--- src/rtl/wb_stage_pkg.sv ---
// Shared definitions for the writeback stage.
//   ld_size_e  : load access size (byte / half / word)
//   ld_entry_t : one outstanding-load record {rd, size, unsigned, offset}
//   ADDR_WIDTH / WORD_WIDTH : register address and data widths
package riscv_defines;

    localparam int ADDR_WIDTH = 5;
    localparam int WORD_WIDTH = 32;

    typedef enum logic [1:0] {
        LD_BYTE = 2'd0,
        LD_HALF = 2'd1,
        LD_WORD = 2'd2
    } ld_size_e;

    typedef struct packed {
        logic [ADDR_WIDTH-1:0] rd;
        ld_size_e              size;
        logic                  uns;
        logic [1:0]            offset;
    } ld_entry_t;

endpackage

--- src/rtl/wb_stage_ld_align.sv ---
// ld_align: combinational extract-and-extend of a raw LSU read word.
//   rdata      in  raw LSU word
//   size       in  access size
//   uns        in  1 = zero-extend, 0 = sign-extend
//   offset     in  address bits [1:0]
//   data       out aligned, extended result
//   misaligned out half at odd offset, or word at nonzero offset
// Misaligned accesses still produce data using the truncated offset.
module ld_align
    import riscv_defines::*;
(
    input  logic [WORD_WIDTH-1:0] rdata,
    input  ld_size_e              size,
    input  logic                  uns,
    input  logic [1:0]            offset,
    output logic [WORD_WIDTH-1:0] data,
    output logic                  misaligned
);

    logic [7:0]  byte_v;
    logic [15:0] half_v;

    always_comb begin
        byte_v     = rdata[{offset, 3'b000} +: 8];
        half_v     = rdata[{offset[1], 4'b0000} +: 16];
        data       = rdata;
        misaligned = 1'b0;
        case (size)
            LD_BYTE: begin
                data = {{24{~uns & byte_v[7]}}, byte_v};
            end
            LD_HALF: begin
                data       = {{16{~uns & half_v[15]}}, half_v};
                misaligned = offset[0];
            end
            default: begin
                data       = rdata;
                misaligned = (offset != 2'b00);
            end
        endcase
    end

endmodule

--- src/rtl/wb_stage.sv ---
// wb_stage: writeback stage. Merges ALU results and LSU load data into the
// single register-bank write port, tracks outstanding loads in an in-order
// queue and raises a source-register hazard for decode.
//   clk, rst                         clock, async active-high reset
//   ex_valid_i/ex_rd_i/ex_wd_i       ALU result; ex_ready_o = accepted
//   ld_issue_i/ld_rd_i/ld_size_i/
//   ld_unsigned_i/ld_offset_i        load issue record; ld_full_o = queue full
//   lsu_rvalid_i/lsu_rdata_i         in-order load response (never stalled)
//   rs1_i/rs2_i, hazard_o            decode sources and stall request
//   addr_wd_o/wd_o/wen_o             register-bank write port (registered)
//   err_o                            sticky protocol / misalignment error
// Optional build macro WB_FWD_EN adds fwd_valid_o/fwd_rd_o/fwd_data_o and
// removes the in-flight-write term from hazard_o.
module wb_stage
    import riscv_defines::*;
#(
    parameter int ADDR_WIDTH = 5,
    parameter int WORD_WIDTH = 32,
    parameter int LD_DEPTH   = 2
) (
    input  logic                  clk,
    input  logic                  rst,
    input  logic                  ex_valid_i,
    input  logic [ADDR_WIDTH-1:0] ex_rd_i,
    input  logic [WORD_WIDTH-1:0] ex_wd_i,
    output logic                  ex_ready_o,
    input  logic                  ld_issue_i,
    input  logic [ADDR_WIDTH-1:0] ld_rd_i,
    input  logic [1:0]            ld_size_i,
    input  logic                  ld_unsigned_i,
    input  logic [1:0]            ld_offset_i,
    output logic                  ld_full_o,
    input  logic                  lsu_rvalid_i,
    input  logic [WORD_WIDTH-1:0] lsu_rdata_i,
    input  logic [ADDR_WIDTH-1:0] rs1_i,
    input  logic [ADDR_WIDTH-1:0] rs2_i,
    output logic                  hazard_o,
    output logic [ADDR_WIDTH-1:0] addr_wd_o,
    output logic [WORD_WIDTH-1:0] wd_o,
    output logic                  wen_o,
    output logic                  err_o
`ifdef WB_FWD_EN
    ,
    output logic                  fwd_valid_o,
    output logic [ADDR_WIDTH-1:0] fwd_rd_o,
    output logic [WORD_WIDTH-1:0] fwd_data_o
`endif
);

    localparam int PW = (LD_DEPTH > 1) ? $clog2(LD_DEPTH) : 1;
    localparam int CW = $clog2(LD_DEPTH + 1);
    localparam logic [PW-1:0] PTR_MAX = PW'(LD_DEPTH - 1);
    localparam logic [CW-1:0] DEPTH_C = CW'(LD_DEPTH);

    ld_entry_t             q [LD_DEPTH];
    logic [LD_DEPTH-1:0]   q_valid;
    logic [PW-1:0]         rptr, wptr;
    logic [CW-1:0]         count, count_nxt;
    logic                  full_q, err_q;
    logic                  pop, push;
    ld_entry_t             head;
    logic [WORD_WIDTH-1:0] align_data;
    logic                  misaligned;
    logic                  q_hit;

    assign head = q[rptr];
    // A response with nothing outstanding is dropped, not popped.
    assign pop  = lsu_rvalid_i && (count != '0);
    // When full, an issue is only taken if the same cycle frees a slot.
    assign push = ld_issue_i && (!full_q || pop);

    always_comb begin
        count_nxt = count;
        if (push && !pop) begin
            count_nxt = count + CW'(1);
        end else if (pop && !push) begin
            count_nxt = count - CW'(1);
        end
    end

    ld_align u_ld_align (
        .rdata      (lsu_rdata_i),
        .size       (head.size),
        .uns        (head.uns),
        .offset     (head.offset),
        .data       (align_data),
        .misaligned (misaligned)
    );

    always_ff @(posedge clk or posedge rst) begin
        if (rst) begin
            rptr    <= '0;
            wptr    <= '0;
            count   <= '0;
            full_q  <= 1'b0;
            q_valid <= '0;
            for (int i = 0; i < LD_DEPTH; i++) begin
                q[i] <= '0;
            end
        end else begin
            if (pop) begin
                q_valid[rptr] <= 1'b0;
                rptr          <= (rptr == PTR_MAX) ? '0 : rptr + PW'(1);
            end
            // Placed after the pop so a full-queue push/pop on the same slot
            // leaves that slot valid.
            if (push) begin
                q[wptr]       <= '{rd: ld_rd_i, size: ld_size_e'(ld_size_i),
                                   uns: ld_unsigned_i, offset: ld_offset_i};
                q_valid[wptr] <= 1'b1;
                wptr          <= (wptr == PTR_MAX) ? '0 : wptr + PW'(1);
            end
            count  <= count_nxt;
            full_q <= (count_nxt == DEPTH_C);
        end
    end

    always_ff @(posedge clk or posedge rst) begin
        if (rst) begin
            err_q <= 1'b0;
        end else if ((lsu_rvalid_i && count == '0) ||
                     (ld_issue_i && full_q && !pop) ||
                     (pop && misaligned)) begin
            err_q <= 1'b1;
        end
    end

    assign ex_ready_o = !lsu_rvalid_i;

    always_ff @(posedge clk or posedge rst) begin
        if (rst) begin
            addr_wd_o <= '0;
            wd_o      <= '0;
            wen_o     <= 1'b0;
        end else begin
            wen_o <= 1'b0;
            if (pop) begin
                addr_wd_o <= head.rd;
                wd_o      <= align_data;
                wen_o     <= (head.rd != '0);
            end else if (ex_valid_i && ex_ready_o) begin
                addr_wd_o <= ex_rd_i;
                wd_o      <= ex_wd_i;
                wen_o     <= (ex_rd_i != '0);
            end
        end
    end

    // The entry being popped this cycle still counts: its data is not in
    // the bank until two edges later.
    always_comb begin
        q_hit = 1'b0;
        for (int i = 0; i < LD_DEPTH; i++) begin
            if (q_valid[i] && ((rs1_i != '0 && q[i].rd == rs1_i) ||
                               (rs2_i != '0 && q[i].rd == rs2_i))) begin
                q_hit = 1'b1;
            end
        end
    end

`ifdef WB_FWD_EN
    assign fwd_valid_o = wen_o;
    assign fwd_rd_o    = addr_wd_o;
    assign fwd_data_o  = wd_o;
    assign hazard_o    = q_hit;
`else
    // Without a bypass the bank read of the in-flight register is stale.
    assign hazard_o = q_hit ||
                      (wen_o && ((rs1_i != '0 && rs1_i == addr_wd_o) ||
                                 (rs2_i != '0 && rs2_i == addr_wd_o)));
`endif

    assign ld_full_o = full_q;
    assign err_o     = err_q;

endmodule

--- config.mk ---
export PLATFORM = sky130hd
export DESIGN_NAME = wb_stage
export DESIGN_NICKNAME = d
export VERILOG_FILES = /design/src/rtl/wb_stage_pkg.sv /design/src/rtl/wb_stage_ld_align.sv /design/src/rtl/wb_stage.sv
export SDC_FILE = /design/constraint.sdc
export NUM_CORES = 1
export LEC_CHECK = 0
export CORE_MARGIN = 1
export CORE_UTILIZATION = 49
export CTS_CLUSTER_DIAMETER = 80
export CTS_CLUSTER_SIZE = 40
export DETAILED_ROUTE_END_ITERATION = 16
export HOLD_SLACK_MARGIN = 0.08
export PLACE_DENSITY = 0.95
export SYNTH_ARGS = -nofsm -noshare
export SYNTH_HDL_FRONTEND = slang
export SYNTH_SLANG_ARGS = --single-unit
--- constraint.sdc ---
create_clock -name clk -period 5.2 [get_ports clk]
set_clock_uncertainty 0.15 [all_clocks]
set_input_delay 0.52 -clock clk [delete_from_list [all_inputs] [get_ports clk]]
set_output_delay 0.52 -clock clk [all_outputs]
set_load 0.01 [all_outputs]
==> summary.txt <==
Run status
  • Status: finished clean

Yosys
  • Mapped Nets: 490
  • Post-synthesis sequential area ratio: 0.423
  • Top cells by area, synth: dfrtp_1, mux2_2, mux2i_1
  • Area leader, netlist: dfrtp_1
  • Main synth FF type: dfrtp_1
  • Synthesized area per cell: 9.89 µm²
  • Synthesized area: roughly 3900 µm²
  • Post-Synth XOR/XNOR Area: 0.0740
  • Async SR Flop Fraction: 1.00
  • Simple-gate share of the synthesized area: 0.112
  • Mux share of post-synthesis cell area: 0.157
  • Compound-Gate Fraction of Synth Area: 0.202
  • Post-Syn Instances: 395
  • EDFF count, synth: 0
  • Warning count from the yosys run: 0
  • Yosys cell types: 41
  • Largest family of logic cells by synthesized area: compound AO/OA/AOI/OAI gates
  • Synthesized flop and latch total: 66
  • Synth top area share: 0.423
  • Adder-Cell Fraction of Synth Area: 0.00320

Setup path
  • Worst r2r src: rptr
  • Worst Setup Start Kind: flop
  • Slowest cell on the critical path: dfrtp_1
  • Kind of critical path: flop to flop
  • Kind of cell adding the most delay to the critical path: multiplexers
  • Worst-path cell chain: mux2i_4 -> mux2i_1 -> o21ai_0 -> o22ai_2 -> a21oi_1
  • Critical path endpoint category: flop
  • Worst setup path start: rptr
  • Worst Path Max Fanout: 25
  • Worst path required time: about 5.2 ns
  • Reg2reg end: wd_o[26]
  • Max incr delay on CP: 0.95 ns
  • FF-to-FF setup slack: roughly 1.9 ns
  • CP Buf/Inv Count: 0
  • CP arrival: 3.38 ns
  • Setup crit end: wd_o[26]
  • R2r worst-path depth: 5
  • Critical Path Stages: 5

GRT
  • Gr usage total: 0.305
  • First-pass GRT wire length: 19700 µm
  • Largest net degree at the start of global routing: 67
  • Vias in the first global route: 3911
  • Grt ovf: 0
  • Initial antenna violation count: 0

Clock tree
  • Setup Fix Bufs, Post-CTS: 0
  • Clock-pin slew on the worst setup and hold paths: about 0.080 ns
  • Clock Tree Buf Depth: 2
  • Clk root buf: clkbuf_8
  • TritonCTS buffer count: 9
  • CTS tree: done
  • # clock sinks: between 60 and 70
  • CTS H-tree lvls: 3
  • PostCTS Resize Cnt: 0
  • CTS Hold Bufs: 0
  • Worst-Skew Late Latency: 0.34 ns

Route
  • DR WL/cell: 19.1 µm
  • Via density: 6.03
  • Routed vias: 3797
  • Total iterations of the first detailed-routing run: 4
  • Antenna Nets Post-Route: 0
  • 1st-iter DRT viols: 299
  • # DRC: 0
  • DRT Wirelength: about 12000 µm

Timing
  • Crit path time final: between 3 and 4 ns
  • Tcrit/Tclk final: 0.642
  • Final-report setup violation count: 0
  • Fin Hold WS: 0.363 ns
  • Final hold violations: 0
  • Sum Neg Setup Slack: 0 ns
  • Max-slew violation count: 0
  • Max Clock Freq: 299 MHz
  • Max-slew headroom: 0.363
  • Slew @ Worst Pin: 0.954 ns
  • RSZ-0062 raised after global routing: false

Finish
  • Synth-to-layout area growth: 40.3%
  • Fin cells: 630
  • N_diodes: 0
  • Nets: 618
  • Share of cells above drive strength 1: 0.119

Power
  • Power Density: roughly 580 nW/µm²
  • Peak VDD IR: 0.327 mV
  • Clock network power share: 0.118
  • Int Power: 1850 µW
  • Sequential Power Share: 0.331
  • Leakage power: 0.00216 µW
  • Sw frac: 0.419
  • Gate power share: 0.552
  • P_sw: 1340 µW

Placement
  • Routability cong.: about 0.88
  • Port-buffer cells: 135
  • DP Cell Count: 614
  • Hpwl dp: 8970 µm

Die
  • Core region area: approximately 7700 µm²
  • Initial Util: 0.505
  • Die Area: 8330 µm²
  • Die width: 91.3 µm
  • I/O Pins: approximately 140
  • Die Height: 91.3 µm
  • # rows: 32

Worst hold path
  • HP Class: flop to flop

Job
  • Max-cap violations: 0
[worst min-delay path by stage]
| stage | startpoint | endpoint | cells past startpoint |
|---|---|---|---|
| floorplan | q_valid[1] | q_valid[1] | 2 |
| finish | wd_o[6] | wd_o[6] | 2 |
| detailed placement | q_valid[1] | q_valid[1] | 2 |
| global placement | count[0] | count[0] | 1 |
| global route | q[0] | q[0] | 1 |
| CTS | q_valid[1] | q_valid[1] | 2 |
[layer usage]
layer,up-vias,part of all wire,global-route usage
li1,1707,-,-
met1,1852,0.38,0.363
met2,202,0.50,0.509
met3,36,0.082,0.0829
met4,0,0.036,0.147
met5,-,0,0
[area by class of cell]
cell class / instances / area (µm²)
Inverter: 6 / 22.5
Fill cell: 560 / 2250
Timing Repair Buffer: 137 / 1370
Clock inverter: 3 / 15.0
Tap cell: 102 / 128
Multi-Input combinational cell: 303 / 2150
Clock buffer: 13 / 149
Sequential cell: 66 / 1650
[worst min-delay path, delay by kind of cell, from the launching register on]
| family | cells | cell delay (ns) |
|---|---|---|
| DFF | 1 | 0.34 |
| AOI/OAI and AO/OA | 2 | 0.13 |
[cells by family (layout without fill, tap and decap cells)]
| group | count (synthesis) | in the layout |
|---|---|---|
| mux | 55 | 55 |
| fa+ha+maj | 1 | 1 |
| simple gates | 95 | 95 |
| buf+inv | 26 | 159 |
| xor+xnor | 33 | 33 |
| flops | 66 | 66 |
| compound gates | 119 | 119 |
[power groups by stage]
stage	combinational [µW]	sequential, µW	clock, µW
finish	1760	1050	375
global route	1900	1090	405
CTS	1750	1050	379
detailed placement	1750	1050	0
global placement	1690	1040	0
floorplan	1090	1030	0
[layout by cell type (no fill, tap or decap), drive strengths merged, types with 5 or more instances in the layout]
cell type,Yosys,routed
nor3,11,11
a21oi,27,27
mux2,31,31
o21a,8,8
xor2,12,12
nand2,45,45
nor2b,6,6
inv,6,6
a221oi,8,8
clkdlybuf4s50,0,135
o21ai,38,38
a22oi,7,7
nand3,8,8
clkbuf,14,13
mux2i,23,23
nor2,12,12
o22ai,17,17
a31oi,5,5
xnor2,21,21
nor4,6,6
dfrtp,66,66
[registers in the layout, summed over array words and instances (netlist names)]
| register | flops |
|---|---|
| addr_wd_o | 5 |
| count | 2 |
| err_o | 1 |
| ld_full_o | 1 |
| q | 20 |
| q_valid | 2 |
| rptr | 1 |
| wd_o | 32 |
| wen_o | 1 |
| wptr | 1 |
[synthesized netlist by cell type (all sizes together) (3+ instances only)]
master	number
inv	6
or4	3
o21a	8
nand2	45
mux2i	23
buf	6
nor2	12
clkbuf	14
nor3	11
nand3	8
xnor2	21
a221oi	8
a22oi	7
mux2	31
o21ai	38
nor4	6
o22ai	17
xor2	12
a31oi	5
nor2b	6
dfrtp	66
a21oi	27
[through the flow]
step | setup WS [ns] | area, µm² | total power [µW] | util
final | 1.86 | 5480 | 3180 | 0.709
after floorplan | 2.88 | 3910 | 2120 | -
after global placement | 1.97 | 5320 | 2730 | 0.688
after global routing | 1.71 | 5480 | 3390 | 0.709
after detailed placement | 1.91 | 5320 | 2790 | 0.688
after CTS | 1.88 | 5480 | 3180 | 0.709
Power figures use the tool's default switching activity.
==> patch: new RTL, config.mk and constraints unchanged <==
Build with the macro `WB_FWD_EN` defined.
--- a/src/rtl/wb_stage.sv
+++ b/src/rtl/wb_stage.sv
@@ -11,6 +11,8 @@
 //   err_o                            sticky protocol / misalignment error
 // Optional build macro WB_FWD_EN adds fwd_valid_o/fwd_rd_o/fwd_data_o and
 // removes the in-flight-write term from hazard_o.
+`define WB_FWD_EN
+
 module wb_stage
     import riscv_defines::*;
 #(
Formal check against the unedited RTL (old outputs only; new: fwd_data_o, fwd_rd_o and fwd_valid_o): not equivalent (Yosys sat finds a counterexample within 4 cycles, from zero or initial values and one cycle with rst high).
==> patch against the unedited design <==
- largest cell class unchanged
- core utilization is 2.2 points higher
- final area increased by 4.8%
- wire length up 6.8%
- power is 10% higher
- sequential power rose by 4%
- synthesized area increased by 3.7%
- sequential cell count unchanged
- combinational power increased by 14%
- cell count up 5.1%
- setup slack got worse by 90 ps
- non-clock buffer count grew 37
- critical path type unchanged
==> patch: results (changes against the unedited design) <==
----------------------------------------------------
[Clock tree]
  Library cell used as clock root buffer ... clkbuf_8
  CTS Buf Count ... 9 (unchanged)
  Number of buffers added for setup after CTS ... 0 (unchanged)
  H-tree levels ... 3 (unchanged)
  Maximum root-to-sink buffer count ... 2 (unchanged)
  Clock edge transition at the registers on the reported setup and hold paths ... 70 ps

[Min path]
  Kind of path behind the tightest hold check ... reg2reg
  Hold path start ... q_valid[1]$_DFF_PP0_

[Layout]
  Number of filler instances in the final layout ... 537 (-4.1%)
  NumNets Final ... 650 (+5.2%)
  Flip-flop count of the largest register after layout ... 32 (unchanged)
  Fraction of final layout cells sized beyond drive strength 1 ... 8.93% (-3.0 points)

[Synth]
  Seq/Total Area, Yosys ... 40.8% (-1.5 points)
  Multiplexer share of the synthesized area ... 13.5% (-2.3 points)
  Synth Net Count ... 526 (+7.3%)
  Count of unique library cells instantiated by Yosys ... 41 (unchanged)
  Most frequent cells after synthesis ... 67 x nand2_1, 66 x dfrtp_1, 39 x nor2_1, 38 x buf_4, 28 x o21ai_0
  XOR/XNOR Fraction of Synth Area ... 4.97% (-2.4 points)
  Synthesized-area fraction occupied by adder cells ... 0.309% (-0.012 points)
  Warnings, synthesis ... 0 (unchanged)
  Share of flip-flops with an asynchronous set or reset ... 100% (unchanged)
  Biggest area contributors in the synthesized netlist ... dfrtp_1 41%, buf_4 7.0%, mux2_2 6.7%
  Compound-gate portion of the synthesized area ... 16.5% (-3.8 points)
  Main flop type after synthesis ... dfrtp_1

[Routing]
  Pre-antenna DRT Iters ... 5 (+1)
  Average routed wire per standard cell ... 19.4 um (+1.6%)
  DRC violation total after the first TritonRoute iteration ... 351 (+17%)
  Vias ... 3991 (+5.1%)

[Placement]
  Count of port buffers added during placement ... 173 (+28%)
  Hpwl dp ... 9450 um (+5.4%)
  Routability cong. ... 0.845 (-3.8%)

[Worst setup path]
  Slowest-stage cell, CP ... dfrtp_1
  Data arrival time of the worst path ... 3430 ps (+50 ps)
  Startpoint types ... flip-flop
  Worst stage delay on the critical path ... 930 ps (-20 ps)
  Max Fanout on Critical Path ... 23 (-8.0%)
  Flop-to-flop setup slack ... 1770 ps (-90 ps)

[GRT]
  Global-route wire length before repair ... 20000 um (+1.7%)
  Maximum number of pins on one net before global-route repair ... 67 (unchanged)
  Overall Global Routing Usage ... 30.1% (-0.33 points)
  Initial antenna violation count ... 0 (unchanged)
  Vias in the first global route ... 3849 (-1.6%)

[Outcome]
  Result of the run ... finished clean

[Power and ir drop]
  VDD IR-drop max ... 373 uV (+14%)
  Static Leak ... 2.30 nW (+6.7%)

[Timing]
  Hold violation total from the final report ... 0 (unchanged)
  Slew HR ... 12.8% (-23 points)

----------------------------------------------------
## patch: worst paths after layout
kind                                         endpoint  cells after the start
setup / recovery           fwd_data_o[22]$_DFFE_PP0P_                      5
hold / removal                   q_valid[1]$_DFF_PP0_                      2
setup reg to reg           fwd_data_o[22]$_DFFE_PP0P_                      5
hold reg to reg                  q_valid[1]$_DFF_PP0_                      2
max in group asynchronous           q[13]$_DFFE_PP0P_                      3
min in group asynchronous  fwd_data_o[24]$_DFFE_PP0P_                      3
## patch: power breakdown
part	leakage (nW)	internal [W]	switching, W
clock network	0.0944	0.000210	0.000201
registers	0.772	0.000775	0.000313
logic	1.43	0.00108	0.000930
total	2.30	0.00207	0.00144
## patch: final cells by class
| cell class | count | area, sq um | area share [%] |
|---|---|---|---|
| clock buffers | 12 | 165 | 2.88 |
| clock inverters | 4 | 25.0 | 0.436 |
| inverters | 6 | 22.5 | 0.392 |
| multi-input cells | 298 | 2010 | 35.0 |
| flip-flops and latches | 66 | 1650 | 28.8 |
| well taps | 102 | 128 | 2.22 |
| repair buffers | 174 | 1740 | 30.3 |
## patch: per-stage QoR
step	area (sq um)	hold WS (ps)	setup WS [ps]	instances	total power, W
floorplan	4050	289	2880	431	0.00233
global placement	5550	318	1950	646	0.00300
detailed placement	5550	333	1810	646	0.00308
CTS	5740	350	1790	662	0.00351
global route	5740	371	1490	662	0.00371
finish	5740	344	1770	662	0.00351
## patch: kinds of logic after synthesis
family	count (synthesis)
simple gates	132
compound gates	93
xor+xnor	23
fa+ha+maj	1
flops	66
mux	49
buf+inv	67
## patch: worst max-delay path, delay by kind of cell, from the launching register on
family	cells	cell delay [ps]
DFF	1	930
muxes	3	1360
AOI/OAI and AO/OA	2	790
## patch: metal layers
| metal | track usage (%) | up-vias | share of wire [%] |
|---|---|---|---|
| met4 | 13.2 | 0 | 4.3 |
| li1 | - | 1752 | - |
| met3 | 6.57 | 54 | 8.4 |
| met5 | 0 | - | 0 |
| met1 | 36.0 | 1946 | 38 |
| met2 | 51.8 | 239 | 50 |
